==> src/rtl/health_bar_pkg.sv <==
// Shared colours, FSM state encoding and health clamping for the health-bar renderer.
package health_bar_pkg;

    localparam logic [15:0] RED    = 16'hF800;
    localparam logic [15:0] YELLOW = 16'hFFE0;
    localparam logic [15:0] GREEN  = 16'h07E0;
    localparam logic [15:0] BLACK  = 16'h0000;
    localparam logic [15:0] WHITE  = 16'hFFFF;
    localparam logic [15:0] GHOST  = 16'hFA00;

    typedef logic [1:0] state_t;
    localparam state_t IDLE  = 2'd0;
    localparam state_t HOLD  = 2'd1;
    localparam state_t DRAIN = 2'd2;
    localparam state_t FILL  = 2'd3;

    function automatic logic [6:0] clamp_health(input logic [6:0] h, input logic [6:0] max_h);
        return (h > max_h) ? max_h : h;
    endfunction

endpackage

==> src/rtl/health_width_calc.sv <==
// Maps health to target fill width and fill colour.
// Latency: combinational. Backpressure: none.
// Flow: always accepts; output follows input in the same cycle.
module health_width_calc
    import health_bar_pkg::*;
#(
    parameter int BAR_W      = 15,
    parameter int MAX_HEALTH = 100,
    parameter int LOW_THRESH = 20,
    parameter int MID_THRESH = 50
) (
    input  logic [6:0]  health_level,
    output logic [5:0]  tgt_w,
    output logic [15:0] fill_col
);

    logic [6:0]  health_c;
    logic [13:0] prod;

    always_comb begin
        health_c = clamp_health(health_level, 7'(MAX_HEALTH));
        prod     = 14'(health_c) * 14'(BAR_W);
        tgt_w    = 6'(prod / 14'(MAX_HEALTH));
        if (health_c <= 7'(LOW_THRESH)) begin
            fill_col = RED;
        end else if (health_c <= 7'(MID_THRESH)) begin
            fill_col = YELLOW;
        end else begin
            fill_col = GREEN;
        end
    end

endmodule

==> src/rtl/health_bar_anim.sv <==
// Animated health bar with damage ghost; optional low-health blink under LOW_BLINK_EN.
// Latency: oled_data registered, 1 clk after X/Y; animation steps on frame_tick only.
// Backpressure: none; a pixel is produced every clock.
module health_bar_anim
    import health_bar_pkg::*;
#(
    parameter int BAR_W        = 15,
    parameter int BAR_H        = 2,
    parameter int MAX_HEALTH   = 100,
    parameter int LOW_THRESH   = 20,
    parameter int MID_THRESH   = 50,
    parameter int HOLD_FRAMES  = 4
`ifdef LOW_BLINK_EN
  , parameter int BLINK_FRAMES = 8
`endif
) (
    input  logic        clk,
    input  logic        reset,
    input  logic        frame_tick,
    input  logic [6:0]  health_level,
    input  logic [6:0]  X,
    input  logic [5:0]  Y,
    input  logic [6:0]  leftX,
    input  logic [5:0]  topY,
    input  logic [15:0] BACKGROUND,
    output logic [15:0] oled_data,
    output logic        busy
);

    logic [5:0]  tgt_w;
    logic [15:0] fill_col;

    health_width_calc #(
        .BAR_W      (BAR_W),
        .MAX_HEALTH (MAX_HEALTH),
        .LOW_THRESH (LOW_THRESH),
        .MID_THRESH (MID_THRESH)
    ) u_calc (
        .health_level (health_level),
        .tgt_w        (tgt_w),
        .fill_col     (fill_col)
    );

    state_t      state_q, state_d;
    logic [5:0]  fill_q, fill_d;
    logic [5:0]  ghost_q, ghost_d;
    logic [7:0]  hold_q, hold_d;
    logic [15:0] oled_q, oled_d;
    logic [5:0]  fill_inc;
    logic        blink_on;

    always_comb begin
        state_d  = state_q;
        fill_d   = fill_q;
        ghost_d  = ghost_q;
        hold_d   = hold_q;
        fill_inc = fill_q + 6'd1;
        if (frame_tick) begin
            if (state_q == IDLE) begin
                if (tgt_w < fill_q) begin
                    ghost_d = fill_q;
                    fill_d  = tgt_w;
                    hold_d  = 8'd0;
                    state_d = HOLD;
                end else if (tgt_w > fill_q) begin
                    fill_d  = fill_inc;
                    ghost_d = fill_inc;
                    state_d = (fill_inc == tgt_w) ? IDLE : FILL;
                end
            end else if (tgt_w < fill_q) begin
                // New damage mid-animation keeps the widest ghost seen so far.
                ghost_d = (ghost_q > fill_q) ? ghost_q : fill_q;
                fill_d  = tgt_w;
                hold_d  = 8'd0;
                state_d = HOLD;
            end else begin
                case (state_q)
                    HOLD: begin
                        if (tgt_w > fill_q) begin
                            ghost_d = fill_q;
                            state_d = FILL;
                        end else if (hold_q == 8'(HOLD_FRAMES - 1)) begin
                            state_d = DRAIN;
                        end else begin
                            hold_d = hold_q + 8'd1;
                        end
                    end
                    DRAIN: begin
                        if (tgt_w > fill_q) begin
                            ghost_d = fill_q;
                            state_d = FILL;
                        end else if (ghost_q <= fill_inc) begin
                            ghost_d = fill_q;
                            state_d = IDLE;
                        end else begin
                            ghost_d = ghost_q - 6'd1;
                        end
                    end
                    default: begin
                        if (tgt_w == fill_q) begin
                            state_d = IDLE;
                        end else begin
                            fill_d  = fill_inc;
                            ghost_d = fill_inc;
                            if (fill_inc == tgt_w) begin
                                state_d = IDLE;
                            end
                        end
                    end
                endcase
            end
        end
    end

`ifdef LOW_BLINK_EN
    logic [6:0] health_c;
    logic [7:0] blink_cnt_q, blink_cnt_d;
    logic       blink_on_q, blink_on_d;

    always_comb begin
        health_c    = clamp_health(health_level, 7'(MAX_HEALTH));
        blink_cnt_d = blink_cnt_q;
        blink_on_d  = blink_on_q;
        if (health_c > 7'(LOW_THRESH)) begin
            blink_cnt_d = 8'd0;
            blink_on_d  = 1'b1;
        end else if (frame_tick) begin
            if (blink_cnt_q == 8'(BLINK_FRAMES - 1)) begin
                blink_cnt_d = 8'd0;
                blink_on_d  = ~blink_on_q;
            end else begin
                blink_cnt_d = blink_cnt_q + 8'd1;
            end
        end
    end

    always_ff @(posedge clk) begin
        if (reset) begin
            blink_cnt_q <= 8'd0;
            blink_on_q  <= 1'b1;
        end else begin
            blink_cnt_q <= blink_cnt_d;
            blink_on_q  <= blink_on_d;
        end
    end

    assign blink_on = blink_on_q;
`else
    assign blink_on = 1'b1;
`endif

    logic [7:0] c, r, bw, bh, fw, gw;
    logic       in_rows, in_cols;

    // Offsets wrap modulo 256 so pixels left of / above the bar land far outside.
    always_comb begin
        c       = {1'b0, X} - {1'b0, leftX};
        r       = {2'b00, Y} - {2'b00, topY};
        bw      = 8'(BAR_W);
        bh      = 8'(BAR_H);
        fw      = {2'b00, fill_q};
        gw      = {2'b00, ghost_q};
        in_rows = (r >= 8'd1) && (r <= bh);
        in_cols = (c >= 8'd1) && (c <= bw);
        oled_d  = BACKGROUND;
        if (((r == 8'd0) || (r == bh + 8'd1)) && in_cols) begin
            oled_d = BLACK;
        end else if (in_rows && ((c == 8'd0) || (c == bw + 8'd1))) begin
            oled_d = BLACK;
        end else if (in_rows && in_cols) begin
            if (c <= fw) begin
                oled_d = blink_on ? fill_col : WHITE;
            end else if (c <= gw) begin
                oled_d = GHOST;
            end else begin
                oled_d = WHITE;
            end
        end
    end

    always_ff @(posedge clk) begin
        if (reset) begin
            state_q <= IDLE;
            fill_q  <= 6'd0;
            ghost_q <= 6'd0;
            hold_q  <= 8'd0;
            oled_q  <= 16'd0;
        end else begin
            state_q <= state_d;
            fill_q  <= fill_d;
            ghost_q <= ghost_d;
            hold_q  <= hold_d;
            oled_q  <= oled_d;
        end
    end

    assign oled_data = oled_q;
    assign busy      = (state_q != IDLE);

endmodule

==> config.mk <==
export PLATFORM = sky130hd
export DESIGN_NAME = health_bar_anim
export DESIGN_NICKNAME = d
export VERILOG_FILES = /design/src/rtl/health_bar_pkg.sv /design/src/rtl/health_width_calc.sv /design/src/rtl/health_bar_anim.sv
export SDC_FILE = /design/constraint.sdc
export NUM_CORES = 1
export LEC_CHECK = 0
export ABC_AREA = 1
export CELL_PAD_IN_SITES_DETAIL_PLACEMENT = 1
export CELL_PAD_IN_SITES_GLOBAL_PLACEMENT = 1
export CORE_MARGIN = 4
export CORE_UTILIZATION = 25
export CTS_CLUSTER_SIZE = 40
export DETAILED_ROUTE_END_ITERATION = 8
export HOLD_SLACK_MARGIN = 0.1
export PLACE_DENSITY = 0.55
export SLEW_MARGIN = 5
export SYNTH_ARGS = -nofsm -noshare
export SYNTH_HDL_FRONTEND = slang
export SYNTH_SLANG_ARGS = --single-unit
export TNS_END_PERCENT = 1
==> constraint.sdc <==
create_clock -name clk -period 12.7 [get_ports clk]
set_clock_uncertainty 0.2 [all_clocks]
set_input_delay 2.54 -clock clk [delete_from_list [all_inputs] [get_ports clk]]
set_output_delay 2.54 -clock clk [all_outputs]
set_load 0.01 [all_outputs]
==> metrics.txt, run 1 <==
# TYPE chip_impl_metric gauge
chip_impl_metric{name="reg2reg_slack",unit="ns"} 8.72
chip_impl_metric{name="rd_place_congestion",unit=""} 0.823
chip_impl_metric{name="wl",unit="um"} 15200
chip_impl_metric{name="cellPowerDensity",unit="nW/um^2"} 248
chip_impl_metric{name="worst_setup_hold_path_clk_slew",unit="ns"} 0.06
chip_impl_metric{name="die_outline_height",unit="um"} 148
chip_impl_info{name="endpoint_kind",value="flip-flop"} 1
chip_impl_metric{name="slowest_delay",unit="ns"} 0.53
chip_impl_metric{name="cts.hold.buffers_added",unit=""} 0
chip_impl_metric{name="drive_gt1_share",unit="%"} 7.39
chip_impl_metric{name="final_max_tran_viols",unit=""} 0
chip_impl_metric{name="floorplan.initialDensity",unit="%"} 25.8
chip_impl_metric{name="synth_seq_area_share",unit="%"} 15.5
chip_impl_metric{name="hold_viol_final",unit=""} 0
chip_impl_metric{name="core",unit="um^2"} 19000
chip_impl_metric{name="cts.repair.resized",unit=""} 0
chip_impl_metric{name="grt.total_usage",unit="%"} 14.1
chip_impl_metric{name="detail-route-antenna-nets",unit=""} 0
chip_impl_metric{name="setup-tns-final",unit="ns"} 0
chip_impl_metric{name="vdd_ir_drop_max",unit="uV"} 103
chip_impl_metric{name="numClockSinks",unit=""} 38
chip_impl_metric{name="mappedNetlistArea",unit="um^2"} 4900
chip_impl_metric{name="worst-endpoint-required",unit="ns"} 12.66
chip_impl_metric{name="postCtsSetupRepairBufs",unit=""} 0
chip_impl_metric{name="reg2regPathDepth",unit=""} 16
chip_impl_info{name="worst_path_most_repeated_cell",value="nand2_1"} 1
chip_impl_metric{name="io_pins",unit=""} 69
chip_impl_metric{name="synth.ff_latch_count",unit=""} 38
chip_impl_metric{name="synth_cells",unit=""} 719
chip_impl_metric{name="final_nets",unit=""} 922
chip_impl_metric{name="antenna_cells",unit=""} 0
chip_impl_metric{name="relative_area_change_from_synthesis_to_final_layout",unit="%"} 22.8
chip_impl_metric{name="fin_crit_sh",unit="%"} 82.6
chip_impl_metric{name="die_w",unit="um"} 148
chip_impl_metric{name="tightestPinTransition",unit="ns"} 0.690
chip_impl_metric{name="netlist-cell-type-count",unit=""} 49
chip_impl_metric{name="numCtsBuffers",unit=""} 5
chip_impl_metric{name="fmax",unit="MHz"} 95.3
chip_impl_metric{name="placedCellCount",unit=""} 1037
chip_impl_metric{name="synth_fp_nets",unit=""} 857
chip_impl_metric{name="async_flop_share",unit="%"} 0
chip_impl_info{name="worst_setup_path_startpoint",value="health_level[0]"} 1
chip_impl_info{name="yosys_most_used_dff",value="dfxtp_1"} 1
chip_impl_metric{name="final_cell_utilization_of_the_core",unit="%"} 31.6
chip_impl_info{name="clk_root_buffer_cell",value="clkbuf_16"} 1
chip_impl_info{name="crit_path_end",value="ghost_q[0]$_SDFFE_PP0P_"} 1
chip_impl_metric{name="clock_path_buffers",unit=""} 2
chip_impl_metric{name="grt_max_degree",unit=""} 18
chip_impl_metric{name="layout.cells.non_filler",unit=""} 1045
chip_impl_info{name="critical-path-slowest-cell",value="fa_1"} 1
chip_impl_metric{name="drt-initial-drc-count",unit=""} 188
chip_impl_info{name="run_status",value="complete, no violations"} 1
chip_impl_metric{name="slew-limit-headroom",unit="%"} 53.6
chip_impl_metric{name="critPathArrivalTime",unit="ns"} 10.45
chip_impl_metric{name="leakagePower",unit="nW"} 2.91
chip_impl_metric{name="first_pass_iters",unit=""} 4
chip_impl_metric{name="cts-htree-levels",unit=""} 2
chip_impl_metric{name="finalWorstPathRequiredPeriod",unit="ns"} 10.49
chip_impl_metric{name="wire_length_of_the_first_global_routing_pass",unit="um"} 25600
chip_impl_info{name="setup.worst_path.class",value="input pin to flip-flop"} 1
chip_impl_info{name="cts_tree",value="yes"} 1
chip_impl_metric{name="detailed_place.area",unit="um^2"} 5870
chip_impl_metric{name="remaining_drc_errors",unit=""} 0
chip_impl_metric{name="maxCapViolCount",unit=""} 0
chip_impl_metric{name="finalSetupViolCount",unit=""} 0
chip_impl_metric{name="overflow",unit=""} 0
chip_impl_metric{name="num_rows",unit=""} 50
chip_impl_metric{name="dieArea",unit="um^2"} 21900
chip_impl_info{name="startpoint_type",value="input pin"} 1
chip_impl_info{name="crit-reg2reg-launch",value="fill_q[0]$_SDFFE_PP0P_"} 1
chip_impl_metric{name="clock_latency",unit="ns"} 0.30
chip_impl_metric{name="avgRoutedWirePerCell",unit="um"} 14.5
chip_impl_metric{name="post_synth.cell_area_avg",unit="um^2"} 6.81
chip_impl_metric{name="stdcell_area",unit="um^2"} 6020
chip_impl_metric{name="buffer_ports.inserted",unit=""} 68
chip_impl_metric{name="grt_pass1_vias",unit=""} 5272
chip_impl_metric{name="vias",unit=""} 4854
chip_impl_metric{name="ys.warnings.count",unit=""} 0
chip_impl_metric{name="grt_antenna_before_repair",unit=""} 0
chip_impl_metric{name="edff_count_synth",unit=""} 0
chip_impl_metric{name="crit_fanout",unit=""} 13
chip_impl_metric{name="route.detailed.vias_per_inst",unit=""} 4.64
chip_impl_info{name="r2r-end",value="ghost_q[0]$_SDFFE_PP0P_"} 1
chip_impl_info{name="holdCritPathClass",value="flip-flop to flip-flop"} 1
chip_impl_info{name="rsz0062_at_grt",value="no"} 1
chip_impl_metric{name="dp.final_hpwl",unit="um"} 12800
[cell families (layout without fill, tap and decap cells)]
family | after synthesis | count (layout) | synth area share, %
flip-flops | 38 | 38 | 15.5
adder cells (fa/ha/maj) | 86 | 86 | 24.0
AO/OA/AOI/OAI | 140 | 140 | 17.2
XOR/XNOR | 16 | 16 | 3.01
buffers and inverters | 151 | 217 | 11.6
AND/OR/NAND/NOR | 288 | 288 | 28.7
[report_power, final]
| part | leakage [nW] | internal (W) | switching, W | total, W |
|---|---|---|---|---|
| combinational | 2.52 | 0.000405 | 0.000782 | 0.00119 |
| clock | 0.0729 | 0.0000780 | 0.0000573 | 0.000135 |
| sequential | 0.314 | 0.000141 | 0.0000271 | 0.000168 |
[layer usage]
layer	vias up	share of wire, %	track usage, %	wire length, um
met5	-	0	0	0
met4	0	0.99	2.73	150
met3	12	4.8	3.40	735
met2	80	45	23.2	6890
met1	2271	49	19.0	7380
li1	2491	-	-	-
[worst min-delay path by stage]
stage	start	endpoint	slack, ns	depth (start not counted)
global route	hold_q[7]$_SDFFE_PP0P_	hold_q[7]$_SDFFE_PP0P_	0.32	1
finish	hold_q[7]$_SDFFE_PP0P_	hold_q[7]$_SDFFE_PP0P_	0.28	1
global placement	hold_q[7]$_SDFFE_PP0P_	hold_q[7]$_SDFFE_PP0P_	0.25	1
floorplan	hold_q[7]$_SDFFE_PP0P_	hold_q[7]$_SDFFE_PP0P_	0.22	1
CTS	hold_q[7]$_SDFFE_PP0P_	hold_q[7]$_SDFFE_PP0P_	0.28	1
detailed placement	hold_q[7]$_SDFFE_PP0P_	hold_q[7]$_SDFFE_PP0P_	0.26	1
[cells in the final DEF, fill, tap and decap left out, types with 5 or more instances in the layout]
cell type,n
nand2_2,15
nand4_1,13
nor4_1,6
o21ai_0,39
inv_2,8
clkdlybuf4s50_1,68
a21oi_1,49
ha_1,73
clkbuf_16,5
nand2_4,7
nor2_1,55
a221oi_1,5
nand2_1,130
dfxtp_1,38
nor3_1,6
inv_1,133
a31oi_1,6
nand3_1,36
o211ai_1,9
xor2_1,12
fa_1,13
[worst max-delay path, delay by kind of cell]
family / cells / cell delay [ns]
AND/OR/NAND/NOR: 31 / 3.59
buffers and inverters: 9 / 1.56
AO/OA/AOI/OAI: 8 / 1.21
adder cells (fa/ha/maj): 4 / 1.52
[cell usage after synthesis, types with 2 or more instances]
master	number	share of area, %
nand3_1	36	3.7
o221ai_1	3	0.54
a21oi_1	49	5.0
o22ai_1	4	0.51
inv_1	133	10
xor2_1	12	2.1
nand2_2	15	1.9
o21ai_1	3	0.31
nor3_1	6	0.61
a211oi_1	3	0.46
a31oi_1	6	0.77
a2bb2oi_1	2	0.36
o31ai_1	3	0.46
o211a_1	2	0.41
nor2_1	55	4.2
a2111oi_0	2	0.36
o21bai_1	3	0.46
nand3b_1	3	0.46
nor2_2	3	0.38
nand4_1	13	1.7
xnor2_1	3	0.54
o211ai_1	9	1.4
o21ai_0	39	4.0
nand3_2	4	0.82
inv_2	8	0.61
a21oi_2	2	0.36
a221oi_1	5	0.89
fa_1	13	5.3
ha_1	73	19
nand2_1	130	10
nand4_2	2	0.51
buf_2	2	0.20
dfxtp_1	38	16
nand4_4	2	0.87
and3_1	2	0.26
clkbuf_1	7	0.54
nand2_4	7	1.6
nor4_1	6	0.77
[sequential cells by signal (all words and copies together) (netlist names)]
| register | count |
|---|---|
| state_q | 2 |
| hold_q | 8 |
| ghost_q | 6 |
| oled_data | 16 |
| fill_q | 6 |
[area by class of cell]
cell class	count	area, um^2
clock buffers	6	139
flip-flops and latches	38	761
inverters	141	529
multi-input cells	530	3570
well taps	260	325
fillers	2413	13000
repair buffers	68	681
clock inverters	2	12.5
[per-stage QoR]
stage | total power [W] | worst slack (ns) | hold slack (ns)
floorplan | 0.00107 | 3.90 | 0.223
global placement | 0.00133 | 2.15 | 0.249
detailed placement | 0.00136 | 1.91 | 0.264
CTS | 0.00150 | 2.18 | 0.278
global route | 0.00167 | 1.27 | 0.322
finish | 0.00149 | 2.21 | 0.279
Note: power is estimated with default switching activity, not from simulation.
==> inputs of run 2 (changes only) <==
Clock period 12.7 ns to 10.45 ns, I/O delays scaled along.
==> metrics.txt, run 2 (synthesis gave the netlist of run 1 again) <==
# TYPE chip_impl_metric gauge
chip_impl_metric{name="first_pass_iters",unit=""} 4
chip_impl_info{name="clk_root_buffer_cell",value="clkbuf_16"} 1
chip_impl_info{name="commonest_non_fill_non_tap_cell_in_the_layout",value="inv_1"} 1
chip_impl_metric{name="avgRoutedWirePerCell",unit="um"} 14.3
chip_impl_info{name="endpoint_kind",value="flip-flop"} 1
chip_impl_metric{name="vdd_ir_drop_max",unit="uV"} 118
chip_impl_metric{name="maxCapViolCount",unit=""} 0
chip_impl_metric{name="remaining_drc_errors",unit=""} 0
chip_impl_info{name="crit_family",value="simple AND/OR/NAND/NOR gates"} 1
chip_impl_metric{name="drive_gt1_share",unit="%"} 8.26
chip_impl_metric{name="setup-tns-final",unit="ns"} 0
chip_impl_metric{name="total_switching_power",unit="W"} 0.00105
chip_impl_info{name="final_cell_mix",value="132 x inv_1, 130 x nand2_1, 73 x ha_1"} 1
chip_impl_metric{name="seq_power_share",unit="%"} 11.3
chip_impl_metric{name="route.detailed.vias_per_inst",unit=""} 4.73
chip_impl_info{name="setup.worst_path.class",value="input pin to flip-flop"} 1
chip_impl_metric{name="leakagePower",unit="nW"} 2.92
chip_impl_metric{name="dieArea",unit="um^2"} 21900
chip_impl_info{name="critical-path-slowest-cell",value="fa_1"} 1
chip_impl_metric{name="die_w",unit="um"} 148
chip_impl_metric{name="whs",unit="ns"} 0.270
chip_impl_metric{name="multi_input_comb_area",unit="um^2"} 3580
chip_impl_metric{name="place_ws",unit="ns"} 0.116
chip_impl_metric{name="hold_viol_final",unit=""} 0
chip_impl_metric{name="grt_antenna_before_repair",unit=""} 1
chip_impl_metric{name="setup_slack_after_layout",unit="ns"} 0.874
chip_impl_info{name="holdCritPathClass",value="flip-flop to flip-flop"} 1
chip_impl_metric{name="dp.final_hpwl",unit="um"} 12700
chip_impl_info{name="startpoint_type",value="input pin"} 1
chip_impl_info{name="worst_path_most_repeated_cell",value="nand2_1"} 1
chip_impl_metric{name="num_rows",unit=""} 50
chip_impl_metric{name="slew-limit-headroom",unit="%"} 49.5
chip_impl_metric{name="numCtsBuffers",unit=""} 5
chip_impl_metric{name="floorplan.initialDensity",unit="%"} 25.8
chip_impl_metric{name="wire_length_of_the_first_global_routing_pass",unit="um"} 26000
chip_impl_metric{name="overflow",unit=""} 0
chip_impl_metric{name="wl",unit="um"} 15000
chip_impl_info{name="run_status",value="complete, no violations"} 1
chip_impl_metric{name="postCtsSetupRepairBufs",unit=""} 0
chip_impl_metric{name="tightestPinTransition",unit="ns"} 0.751
chip_impl_metric{name="cts.repair.resized",unit=""} 0
chip_impl_metric{name="internal_power_contribution",unit="W"} 0.000770
chip_impl_metric{name="largest_reg_flops",unit=""} 16
chip_impl_metric{name="finalSetupViolCount",unit=""} 0
chip_impl_metric{name="vias",unit=""} 4957
chip_impl_metric{name="rd_place_congestion",unit=""} 0.846
chip_impl_info{name="cts_tree",value="yes"} 1
chip_impl_metric{name="numClockSinks",unit=""} 38
chip_impl_metric{name="pwr-share-comb",unit="%"} 80.0
chip_impl_metric{name="count_of_buffering_cells_on_the_critical_path_with_inverters_included",unit=""} 9
chip_impl_metric{name="netSwitchingFraction",unit="%"} 57.7
chip_impl_metric{name="grt.total_usage",unit="%"} 14.2
chip_impl_metric{name="cts-htree-levels",unit=""} 2
chip_impl_metric{name="final_cell_utilization_of_the_core",unit="%"} 31.8
chip_impl_metric{name="ff_latch_area",unit="um^2"} 761
chip_impl_metric{name="drt-initial-drc-count",unit=""} 179
chip_impl_metric{name="clock_latency",unit="ns"} 0.29
chip_impl_metric{name="antenna_cells",unit=""} 0
chip_impl_metric{name="slowest_delay",unit="ns"} 0.50
chip_impl_metric{name="finalWorstPathRequiredPeriod",unit="ns"} 9.58
chip_impl_metric{name="die_outline_height",unit="um"} 148
chip_impl_metric{name="detail-route-antenna-nets",unit=""} 0
chip_impl_metric{name="clock_path_buffers",unit=""} 2
chip_impl_metric{name="worst_setup_hold_path_clk_slew",unit="ns"} 0.07
chip_impl_metric{name="relative_area_change_from_synthesis_to_final_layout",unit="%"} 23.5
chip_impl_metric{name="grt_pass1_vias",unit=""} 5324
chip_impl_metric{name="critPathArrivalTime",unit="ns"} 9.54
chip_impl_metric{name="fin_crit_sh",unit="%"} 91.6
chip_impl_metric{name="final.fill_count",unit=""} 2409
chip_impl_metric{name="fmax",unit="MHz"} 104
chip_impl_metric{name="core",unit="um^2"} 19000
chip_impl_metric{name="final_nets",unit=""} 924
chip_impl_metric{name="final_max_tran_viols",unit=""} 0
chip_impl_metric{name="grt_max_degree",unit=""} 18
chip_impl_metric{name="cellPowerDensity",unit="nW/um^2"} 301
chip_impl_metric{name="clockPowerShare",unit="%"} 8.7
chip_impl_metric{name="io_pins",unit=""} 69
chip_impl_metric{name="worst-endpoint-required",unit="ns"} 10.42
chip_impl_metric{name="buffer_ports.inserted",unit=""} 68
chip_impl_metric{name="crit_fanout",unit=""} 13
chip_impl_metric{name="cts.hold.buffers_added",unit=""} 0
[run 2: worst register-to-register path, cell delays in order (launching register included)]
cell and delay (ns):
dfxtp_1 0.61, nand4_1 0.20, nor2_1 0.30, xor2_1 0.40, ha_1 0.33, nand2_1 0.13, nor4_1 0.07, a31oi_1 0.20
inv_1 0.12, nor2_1 0.29, inv_1 0.17, o21ai_0 0.18, o221ai_1 0.12, o211ai_1 0.12, o211ai_1 0.11, nand2_1 0.09
a21oi_1 0.06
[run 2: layout make-up]
cell class | count | area share (%)
Clock inverter | 2 | 0.207
Multi-Input combinational cell | 530 | 59.2
Inverter | 141 | 8.81
Clock buffer | 6 | 2.30
Timing Repair Buffer | 70 | 11.5
Tap cell | 260 | 5.38
Sequential cell | 38 | 12.6
[run 2: per-layer routing]
metal | global-route usage [%] | part of all wire, %
met5 | 0 | 0
met4 | 2.12 | 0.65
met3 | 3.46 | 5.1
met2 | 24.1 | 46
met1 | 18.7 | 48
[run 2: worst paths after layout]
check / from / end / slack [ns] / cells after the start
max: health_level[0] / ghost_q[0]$_SDFFE_PP0P_ / 0.87 / 50
min: hold_q[7]$_SDFFE_PP0P_ / hold_q[7]$_SDFFE_PP0P_ / 0.27 / 1
max reg2reg: fill_q[0]$_SDFFE_PP0P_ / ghost_q[0]$_SDFFE_PP0P_ / 6.62 / 16
min reg2reg: hold_q[7]$_SDFFE_PP0P_ / hold_q[7]$_SDFFE_PP0P_ / 0.27 / 1
[run 2: power by group through the flow]
stage,combinational [W],clock [W],sequential (W)
floorplan,0.00110,0,0.000195
global placement,0.00142,0,0.000206
detailed placement,0.00145,0,0.000207
CTS,0.00146,0.000165,0.000204
global route,0.00167,0.000171,0.000208
finish,0.00146,0.000159,0.000205
[run 2: metrics by stage]
| step | instance area (um^2) | cells | power [W] |
|---|---|---|---|
| after CTS | 6030 | 1047 | 0.00183 |
| after global placement | 5880 | 1039 | 0.00162 |
| after global routing | 6050 | 1047 | 0.00205 |
| after detailed placement | 5880 | 1039 | 0.00166 |
| final | 6050 | 1047 | 0.00182 |
| after floorplan | 4900 | 719 | 0.00130 |
